$ cat config.mk
export PLATFORM = sky130hd
export DESIGN_NAME = ifte_operand_stage
export DESIGN_NICKNAME = d
export VERILOG_FILES = /design/src/rtl/ifte_operand_stage.sv
export SDC_FILE = /design/constraint.sdc
export NUM_CORES = 1
export LEC_CHECK = 0
export ABC_AREA = 0
export CORE_ASPECT_RATIO = 0.9
export CORE_MARGIN = 2
export CORE_UTILIZATION = 30
export CTS_CLUSTER_DIAMETER = 200
export DETAILED_ROUTE_END_ITERATION = 16
export GPL_ROUTABILITY_DRIVEN = 0
export PLACE_DENSITY = 0.61
export SYNTH_ARGS = -nofsm -noshare
export SYNTH_HDL_FRONTEND = slang
export SYNTH_SLANG_ARGS = --single-unit
$ cat constraint.sdc
create_clock -name clk -period 2.5 [get_ports clk]
set_input_delay 0.375 -clock clk [delete_from_list [all_inputs] [get_ports clk]]
set_output_delay 0.375 -clock clk [all_outputs]
set_load 0.01 [all_outputs]
$ cat src/rtl/ifte_operand_stage.sv
// Two-entry skid-buffered valid/ready stage feeding the 8-bit if-then-else mux.
// Optional `par` output (stored even parity of {i,t,e}) when IFTE_OPERAND_STAGE_PARITY_EN is defined.
module ifte_operand_stage #(
    parameter int WIDTH = 8
) (
    input  logic             clk,
    input  logic             rst,
    input  logic             in_sel,
    input  logic [WIDTH-1:0] in_then,
    input  logic [WIDTH-1:0] in_else,
    input  logic             in_vld,
    output logic             in_rdy,
    output logic             i,
    output logic [WIDTH-1:0] t,
    output logic [WIDTH-1:0] e,
    output logic             out_vld,
    input  logic             out_rdy
`ifdef IFTE_OPERAND_STAGE_PARITY_EN
    ,
    output logic             par
`endif
);

    typedef struct packed {
        logic             sel;
        logic [WIDTH-1:0] thn;
        logic [WIDTH-1:0] els;
`ifdef IFTE_OPERAND_STAGE_PARITY_EN
        logic             par;
`endif
    } tuple_t;

    typedef enum logic [1:0] {
        EMPTY = 2'd0,
        ONE   = 2'd1,
        FULL  = 2'd2
    } state_t;

    state_t state_q, state_d;
    tuple_t main_q, skid_q, in_tuple;
    logic   load_main_in, load_main_skid, load_skid_in;

    always_comb begin
        in_tuple     = '0;
        in_tuple.sel = in_sel;
        in_tuple.thn = in_then;
        in_tuple.els = in_else;
`ifdef IFTE_OPERAND_STAGE_PARITY_EN
        // parity is fixed at write time and travels with the entry
        in_tuple.par = ^{in_sel, in_then, in_else};
`endif
    end

    // Handshake flags come from the registered state alone, so out_rdy never reaches in_rdy.
    assign in_rdy  = (state_q != FULL);
    assign out_vld = (state_q == ONE) || (state_q == FULL);

    always_comb begin
        state_d        = state_q;
        load_main_in   = 1'b0;
        load_main_skid = 1'b0;
        load_skid_in   = 1'b0;
        case (state_q)
            EMPTY: begin
                if (in_vld) begin
                    load_main_in = 1'b1;
                    state_d      = ONE;
                end
            end
            ONE: begin
                if (in_vld && out_rdy) begin
                    load_main_in = 1'b1;
                end else if (in_vld) begin
                    load_skid_in = 1'b1;
                    state_d      = FULL;
                end else if (out_rdy) begin
                    state_d = EMPTY;
                end
            end
            FULL: begin
                if (out_rdy) begin
                    load_main_skid = 1'b1;
                    state_d        = ONE;
                end
            end
            default: state_d = EMPTY;
        endcase
    end

    always_ff @(posedge clk or posedge rst) begin
        if (rst) begin
            state_q <= EMPTY;
            main_q  <= '0;
            skid_q  <= '0;
        end else begin
            state_q <= state_d;
            if (load_main_in)
                main_q <= in_tuple;
            else if (load_main_skid)
                main_q <= skid_q;
            if (load_skid_in)
                skid_q <= in_tuple;
        end
    end

    // main register drives the mux directly; values persist through EMPTY
    assign i = main_q.sel;
    assign t = main_q.thn;
    assign e = main_q.els;
`ifdef IFTE_OPERAND_STAGE_PARITY_EN
    assign par = main_q.par;
`endif

endmodule
# After elaboration in Yosys (flattened, before gate mapping)
# Cells that the tools add are included.
[word_totals] register_bits=36 latch_bits=0 mem_bits_rw=0 romBits=0 in_bits=21 out_inout_bits=19 elab_cells=34 n_memories=0
[op_classes] n_addsub=0 n_mul=0 n_div=0 magnitude_cmp=0 n_eq_ne=7 n_shift=0 n_mux=15 bitwise_logic=0 reduce_logical=5
[ops] cell="17-bit two-way mux" count=2
[ops] cell="2-bit two-way mux" count=5
[ops] cell="2-bit inequality test, second input constant" count=4
[ops] cell="1-bit two-way mux" count=6
[ops] cell="2-bit case mux with 3 select lines" count=1
[ops] cell="4-bit AND reduction" count=1
[ops] cell="3-bit inequality test, second input constant" count=1
[ops] cell="2-bit by 1-bit equality test with 1-bit output, second input constant" count=1
[ops] cell="2-bit equality test, second input constant" count=1
[ops] cell="2-bit zero test" count=1
[ops] cell="1-bit case mux with 2 select lines" count=1
[ops] cell="2-bit nonzero test" count=1
[ops] cell="1-bit logical AND" count=1
[ops] cell="1-bit logical OR" count=1

# Depth between registers and ports, before layout
# Gate-level depths: netlist of the first run.
[logic_depth] word_depth=4 mapped_depth=7 ltp_nobuf=6

# Worst setup path before layout of the first run
# Ideal clock, no wire load.
[synth_timing] path_type="register to register" startpoint="reg state_q[0]" endpoint="reg main_q (netlist bit t[1])" setup_time_ns=0.122 t_arrival_ns=1.297 t_required_ns=2.378 path_slack_ns=1.080 path_stages_with_launch=7 path_buffers=1 period_less_slack_ns=1.420 cell_sequence="dfrtp_1 > inv_1 > ha_1 > nand2_4 > buf_6 > mux2i_1 > a21oi_2"
[synth_via] elab_chain_cells=3 word_cells_on_any_way=7 classes_between="2 x eq/ne; 3 x mux; 2 x reduce/logical"
[synth_rtl] item="start, declared" line_no="39" text="state_t state_q, state_d;"
[synth_rtl] item="start signal, assigned" line_no="96" text="state_q <= state_d;"
[synth_rtl] item="2-bit by 1-bit equality test with 1-bit output, or another cell as far along" line_no="63" text="case (state_q)"
[synth_rtl] item="1-bit case mux with 2 select lines / 1-bit two-way mux (equally long branches)" line_no="63"
[synth_rtl] item="17-bit two-way mux / 2-bit nonzero test (equally long branches)"
[synth_rtl] item="end signal, assigned" line_no="98" text="main_q <= in_tuple;"
[synth_rtl] item="end signal, assigned" line_no="100" text="main_q <= skid_q;"
[synth_rtl] item="end, declared" line_no="40" text="tuple_t main_q, skid_q, in_tuple;"
# Several ways; a longest one is shown, not always the timed one.
# A chain may end at the register's enable or synchronous reset.

# Worst setup path in the final report of the first run
[layout_timing] startpoint="reg state_q[0]" endpoint="out in_rdy"
[layout_via] elab_chain_cells=1
[layout_rtl] item="2-bit inequality test" line_no="55" text="assign in_rdy = (state_q != FULL);"
[layout_rtl] item="end, declared" line_no="12" text="output logic in_rdy,"
# No other way between the ends.

==> impl_results.md, run 1 <==
* Crit path arrival time at between 1.5 and 2 ns
* Syn_area_per_cell at between 10 and 15 um2
* Final Critical Period at 2.00 ns
* Largest net degree at the start of global routing at 37
* Total GRT Usage at 10.8%
* Critical path capture point type: primary output
* Max Slew Vio Count at 0
* Final Cycle Share at around four fifths
* Leakage at approximately 0.0011 uW
* Core box area at between 5000 and 6000 um2
* Max rail drop VDD at between 0.4 and 0.5 mV
* Worst Reg-to-Reg Cells at 4
* CTS Hold Buffers Added at 0
* Vias after detailed routing at between 1000 and 1500
* Post-CTS Resized at 0
* Drt drc at 0
* Ys async rst share at 100%
* Hold Fails Final Rpt at 0
* Clk_skew at 0.00756 ns
* Final wirelength at about 3.1 mm
* Num rows at 26
* H-tree depth at 2
* Post-synth top area cell: dfrtp_1
* Clk sinks at 36
* Crit start category: flop
* I/O Buffers at 39
* Critical Path Fanout Max at 4
* Final cell count without fillers at about 240
* Synth cell count leaders: 36 x dfrtp_1, 20 x mux2i_1, 17 x nor2_1
* Drt first pass iters at 4
* Ant diodes at 0
* Reg-to-reg endpoint: skid_q[1]$_DFFE_PP0P_
* Pwr/cell area at 1220 nW/um2
* Slew @ Worst Pin at roughly 0.46 ns
* Critical path class: flop to primary output
* Die width at roughly 84 um
* Setup bufs post-CTS at 0
* Detailed placer's ending HPWL at around 2.2 mm
* # fillers at 552
* RSZ-0062 raised after global routing: false
* Clk slew on worst S/H paths at ~0.07 ns
* Die area at 6320 um2
* Synth Instances at between 100 and 150
* Worst r2r src: state_q[1]$_DFFE_PP0P_
* GRT met1 Usage at a little over an eighth
* Synth Register Bits at 36
* Register area share after synthesis at a little over half
* Warnings, synthesis at 0
* DP Cell Count at between 200 and 250
* Post-synthesis cell area at 1710 um2
* Vias in the first global route at 1129
* Status: finished, final reports clean
* Vias per cell at 4.42
* IO Pins at 40
* Root buffer cell: clkbuf_8
* NumNets Final at 199
* Gr ovfl total at 0
* Initial antenna violation count at 0
* Setup TNS at 0 ns
* Top-area cell type share of the netlist area at between 50 and 60%
* Reg-to-reg setup timing slack at around 0.96 ns
* Most frequent cell after synthesis: dfrtp_1
* M3 GR Usage at 2.93%
* WP data required at roughly 2.1 ns
* Most Crowded Layer GR: met2
* Largest buffer count on any clock path at 2
* Synth area leaders: dfrtp_1 53%, mux2i_1 12%, mux2_4 8.8%
* Starting density of the core at between 30% and 40%
* Synthesized Nets at ~160
* Slew HR at 69.6%
* Finish-stage setup viols at 0
* Die Y at 75.6 um
* Clk_lat worst skew at ~0.28 ns
* WL/cell at around 13 um
* First-pass GRT wire length at between 5 and 6 mm
* Layout cell share with drive strength beyond 1 at 18.4%
* Distinct cells, synth at 18
* Max Cap Viol at 0
* Final ANT Viol Nets at 0
* CTS tree: built
* Max Fclk at around 500 MHz
* Met2 Track Usage GR at 18.7%
* Hold crit path type: input pin to asynchronous set/reset pin
* P&R area growth vs syn at 31.4%
* CTS Buf Count at 5
* Starting DRT DRC Count at 43
* EDFF count, synth at 0
* Finished Core Util at about two fifths
* Synth Flop Type: dfrtp_1
-- per-stage QoR --
stage	hold WS [ns]	total power, uW	cell area [um2]	setup slack [ns]
floorplan	0.479	1820	1710	1.08
global placement	0.491	2250	2140	0.643
detailed placement	0.494	2280	2140	0.598
CTS	0.509	2770	2250	0.468
global route	0.537	2950	2250	0.411
finish	0.503	2730	2250	0.498
-- worst max-delay path, stage by stage (launching register included) --
cell and delay, ns:
dfrtp_1 0.39, inv_1 0.09, ha_1 0.27, inv_1 0.07
clkdlybuf4s50_1 0.53
-- power by group --
group	internal [uW]	switching, uW	leakage, uW
Combinational	704	501	0.000628
Sequential	880	158	0.000415
Clock	296	195	0.0000552
-- layout by cell type (no fill, tap or decap) --
| master | netlist | final |
|---|---|---|
| clkdlybuf4s50_1 | 0 | 39 |
| o21ai_0 | 1 | 1 |
| clkbuf_8 | 0 | 5 |
| mux2_2 | 7 | 7 |
| dfrtp_1 | 36 | 36 |
| mux2_4 | 10 | 10 |
| nand2_1 | 1 | 1 |
| nor2_1 | 17 | 17 |
| bufinv_16 | 0 | 1 |
| a21oi_1 | 16 | 16 |
| a21oi_2 | 2 | 2 |
| and2_4 | 1 | 1 |
| o21ai_4 | 1 | 1 |
| clkinv_2 | 0 | 1 |
| mux2i_1 | 20 | 20 |
| nand2_4 | 1 | 1 |
| o21bai_1 | 1 | 1 |
| inv_1 | 5 | 5 |
| buf_4 | 1 | 2 |
| clkbuf_1 | 0 | 1 |
| nand3b_4 | 1 | 1 |
| ha_1 | 5 | 5 |
-- area by class of cell --
cell class              count  area, um2  area share (%)
multi-input cells          84        726            32.3
inverters                   5       18.8           0.836
clock inverters             2       35.0            1.56
repair buffers             41        405            18.1
well taps                  70       87.6            3.90
flip-flops and latches     36        901            40.1
clock buffers               6       72.6            3.23
-- how the worst max path moves through the flow --
stage | end | startpoint | cells past startpoint | slack, ns
floorplan | t[1]$_DFFE_PP0P_ | state_q[0]$_DFFE_PP0P_ | 6 | 1.08
global placement | skid_q[1]$_DFFE_PP0P_ | in_vld | 3 | 0.64
detailed placement | skid_q[1]$_DFFE_PP0P_ | in_vld | 3 | 0.60
CTS | in_rdy | state_q[0]$_DFFE_PP0P_ | 4 | 0.47
global route | in_rdy | state_q[0]$_DFFE_PP0P_ | 4 | 0.41
finish | in_rdy | state_q[0]$_DFFE_PP0P_ | 4 | 0.50
-- state kept, by name, indices dropped and copies added, names as in the netlist --
register,cells
i,1
e,8
t,8
state_q,2
skid_q,17
-- routing by layer --
metal	wire length, um	vias to the layer above	share of wire (%)
met3	115	2	3.7
met1	1450	529	47
li1	-	526	-
met4	27	0	0.87
met2	1520	21	49
met5	0	-	0
-- cell families (layout without fill, tap and decap cells) --
kind of cell	Yosys count	count (layout)	share of synthesized area [%]
multiplexers	37	37	25.1
AO/OA/AOI/OAI	21	21	7.39
AND/OR/NAND/NOR	21	21	6.30
flip-flops	36	36	52.7
adder cells (fa/ha/maj)	5	5	3.66
buffers and inverters	11	54	4.83
Power figures use the tool's default switching activity.
==> inputs of run 2 (changes only) <==
==> constraint.sdc (replaced) <==
create_clock -name clk -period 2.1 [get_ports clk]
set_input_delay 0.315 -clock clk [delete_from_list [all_inputs] [get_ports clk]]
set_output_delay 0.315 -clock clk [all_outputs]
set_load 0.01 [all_outputs]
==> run 2 against run 1 <==
  * First-iteration DRC count grew 63%
  * Wire length shrank 0.51%
  * Global-route usage grew 0.050 points
  * Cell count is the same
  * Die area is the same
  * Utilization grew 0.56 points
  * Highest routed layer unchanged
  * Sequential share of layout area shrank 0.55 points
  * Clock power grew 34%
==> impl_results.md, run 2 (synthesized netlist as in run 1, its figures left out) <==
* Status: finished, final reports clean
* Die width at 83.6 um
* Hold Fails Final Rpt at 0
* Critical path class: flop to primary output
* FF/Latch Area at between 900 and 1000 um2
* Max reg flops at 17
* H-tree depth at 2
* Layout cell share with drive strength beyond 1 at 19.0%
* Pwr/cell area at between 1000 and 1500 nW/um2
* Drt drc at 0
* Vias in the first global route at about 1100
* Core box area at 5600 um2
* CP Cell Sequence: inv_1, ha_1, inv_1, clkdlybuf4s50_1
* Die area at between 6000 and 7000 um2
* Max Cap Viol at 0
* Final Cell Area at 2280 um2
* Finished Core Util at about two fifths
* Commonest non-fill, non-tap cell in the layout: clkdlybuf4s50_1
* IO Pins at 40
* Root buffer cell: clkbuf_8
* Crit start category: flop
* Gr ovfl total at 0
* Detailed placer's ending HPWL at approximately 2.2 mm
* Final Critical Period at between 2 and 2.5 ns
* Critical Path Fanout Max at 4
* Vias per cell at between 4 and 5
* NumNets Final at between 150 and 200
* Max Slew Vio Count at 0
* RSZ-0062 raised after global routing: false
* Drt first pass iters at 4
* Starting DRT DRC Count at 70
* Area post-placement at 2150 um2
* Total power at between 3000 and 4000 uW
* Clk_skew at 0.00183 ns
* Slew HR at between 60% and 70%
* Final ANT Viol Nets at 0
* Clk sinks at 36
* Area taken by multi-input logic gates at between 700 and 800 um2
* Worst Reg-to-Reg Cells at 5
* Die Y at ~76 um
* Setup TNS at 0 ns
* WP data required at about 1.8 ns
* Finish-stage setup viols at 0
* Top reg by flops: skid_q
* Clk_lat worst skew at ~0.28 ns
* Post-CTS Resized at 0
* WL/cell at between 10 and 15 um
* Hold crit path type: input pin to asynchronous set/reset pin
* Slowest CP cell: clkdlybuf4s50_1
* Max Fclk at 499 MHz
* Commonest non-fill, non-tap cells in the layout: 39 x clkdlybuf4s50_1, 36 x dfrtp_1, 20 x mux2i_1
* Starting density of the core at 30.5%
* Vias after detailed routing at about 1100
* Final wirelength at roughly 3.1 mm
* Initial antenna violation count at 0
* # fillers at roughly 550
* Reg-to-reg setup timing slack at about 0.55 ns
* Largest net degree at the start of global routing at 37
* WHS at between 0.4 and 0.5 ns
* Max rail drop VDD at approximately 0.48 mV
* Top cell by count, worst path: inv_1
* P&R area growth vs syn at 33.2%
* First-pass GRT wire length at ~5.3 mm
* Ant diodes at 0
* Num rows at 26
* Slew @ Worst Pin at around 0.46 ns
* CP peak stage delay at 0.54 ns
* I/O Buffers at 39
* CTS tree: built
* CTS Hold Buffers Added at 0
* Reg-to-reg endpoint: t[1]$_DFFE_PP0P_
* Largest buffer count on any clock path at 2
* Setup bufs post-CTS at 0
* Total GRT Usage at 10.8%
* CTS Buf Count at 5
* Final Cycle Share at between 90% and 100%
* Leakage at roughly 0.0011 uW
* Critical path capture point type: primary output
* Clk slew on worst S/H paths at approximately 0.070 ns
* Crit path arrival time at ~1.7 ns
* Worst r2r src: state_q[0]$_DFFE_PP0P_
## run 2: cell types whose count changed in the layout (fill, tap and decap cells not counted), sizes merged
cell / delta
clkinv: -1
clkbuf: +1
## run 2: metal layers
| metal | wire, um | track usage [%] | vias to the layer above |
|---|---|---|---|
| li1 | - | - | 532 |
| met1 | 1420 | 13.7 | 512 |
| met2 | 1500 | 17.6 | 24 |
| met3 | 128 | 2.82 | 4 |
| met4 | 49 | 5.56 | 0 |
| met5 | 0 | 0 | - |
## run 2: power breakdown
group / internal, uW / total (uW) / leakage [uW] / switching [uW]
Combinational: 858 / 1450 / 0.000634 / 597
Sequential: 1050 / 1240 / 0.000415 / 190
Clock: 419 / 655 / 0.0000645 / 237
Total: 2320 / 3350 / 0.00111 / 1020
## run 2: worst max-delay path by stage
stage               depth (start not counted)                    end              startpoint  slack, ns
global placement                            3  skid_q[1]$_DFFE_PP0P_                  in_vld       0.30
finish                                      4                 in_rdy  state_q[0]$_DFFE_PP0P_        0.1
detailed placement                          3  skid_q[3]$_DFFE_PP0P_                  in_vld       0.28
CTS                                         4                 in_rdy  state_q[0]$_DFFE_PP0P_       0.09
global route                                4                 in_rdy  state_q[0]$_DFFE_PP0P_      0.008
floorplan                                   6       t[1]$_DFFE_PP0P_  state_q[0]$_DFFE_PP0P_       0.68
## run 2: worst max-delay path: cells and delay by family (launching register included)
family / cells / cell delay, ns
buffers and inverters: 3 / 0.73
flip-flops: 1 / 0.40
adder cells (fa/ha/maj): 1 / 0.27
## run 2: metrics by stage
step | setup WS, ns | instances
2_1_floorplan | 0.680 | 131
3_3_place_gp | 0.305 | 236
3_5_place_dp | 0.277 | 236
4_1_cts | 0.0891 | 244
5_1_grt | 0.00822 | 244
6_report | 0.0974 | 244
## run 2: cell type report
class | instances | share of cell area, %
sequential | 36 | 39.6
timing repair buffer | 41 | 18.4
clock inverter | 1 | 1.32
tap | 70 | 3.85
inverter | 5 | 0.824
clock buffer | 7 | 4.23
multi-input combinational | 84 | 31.9
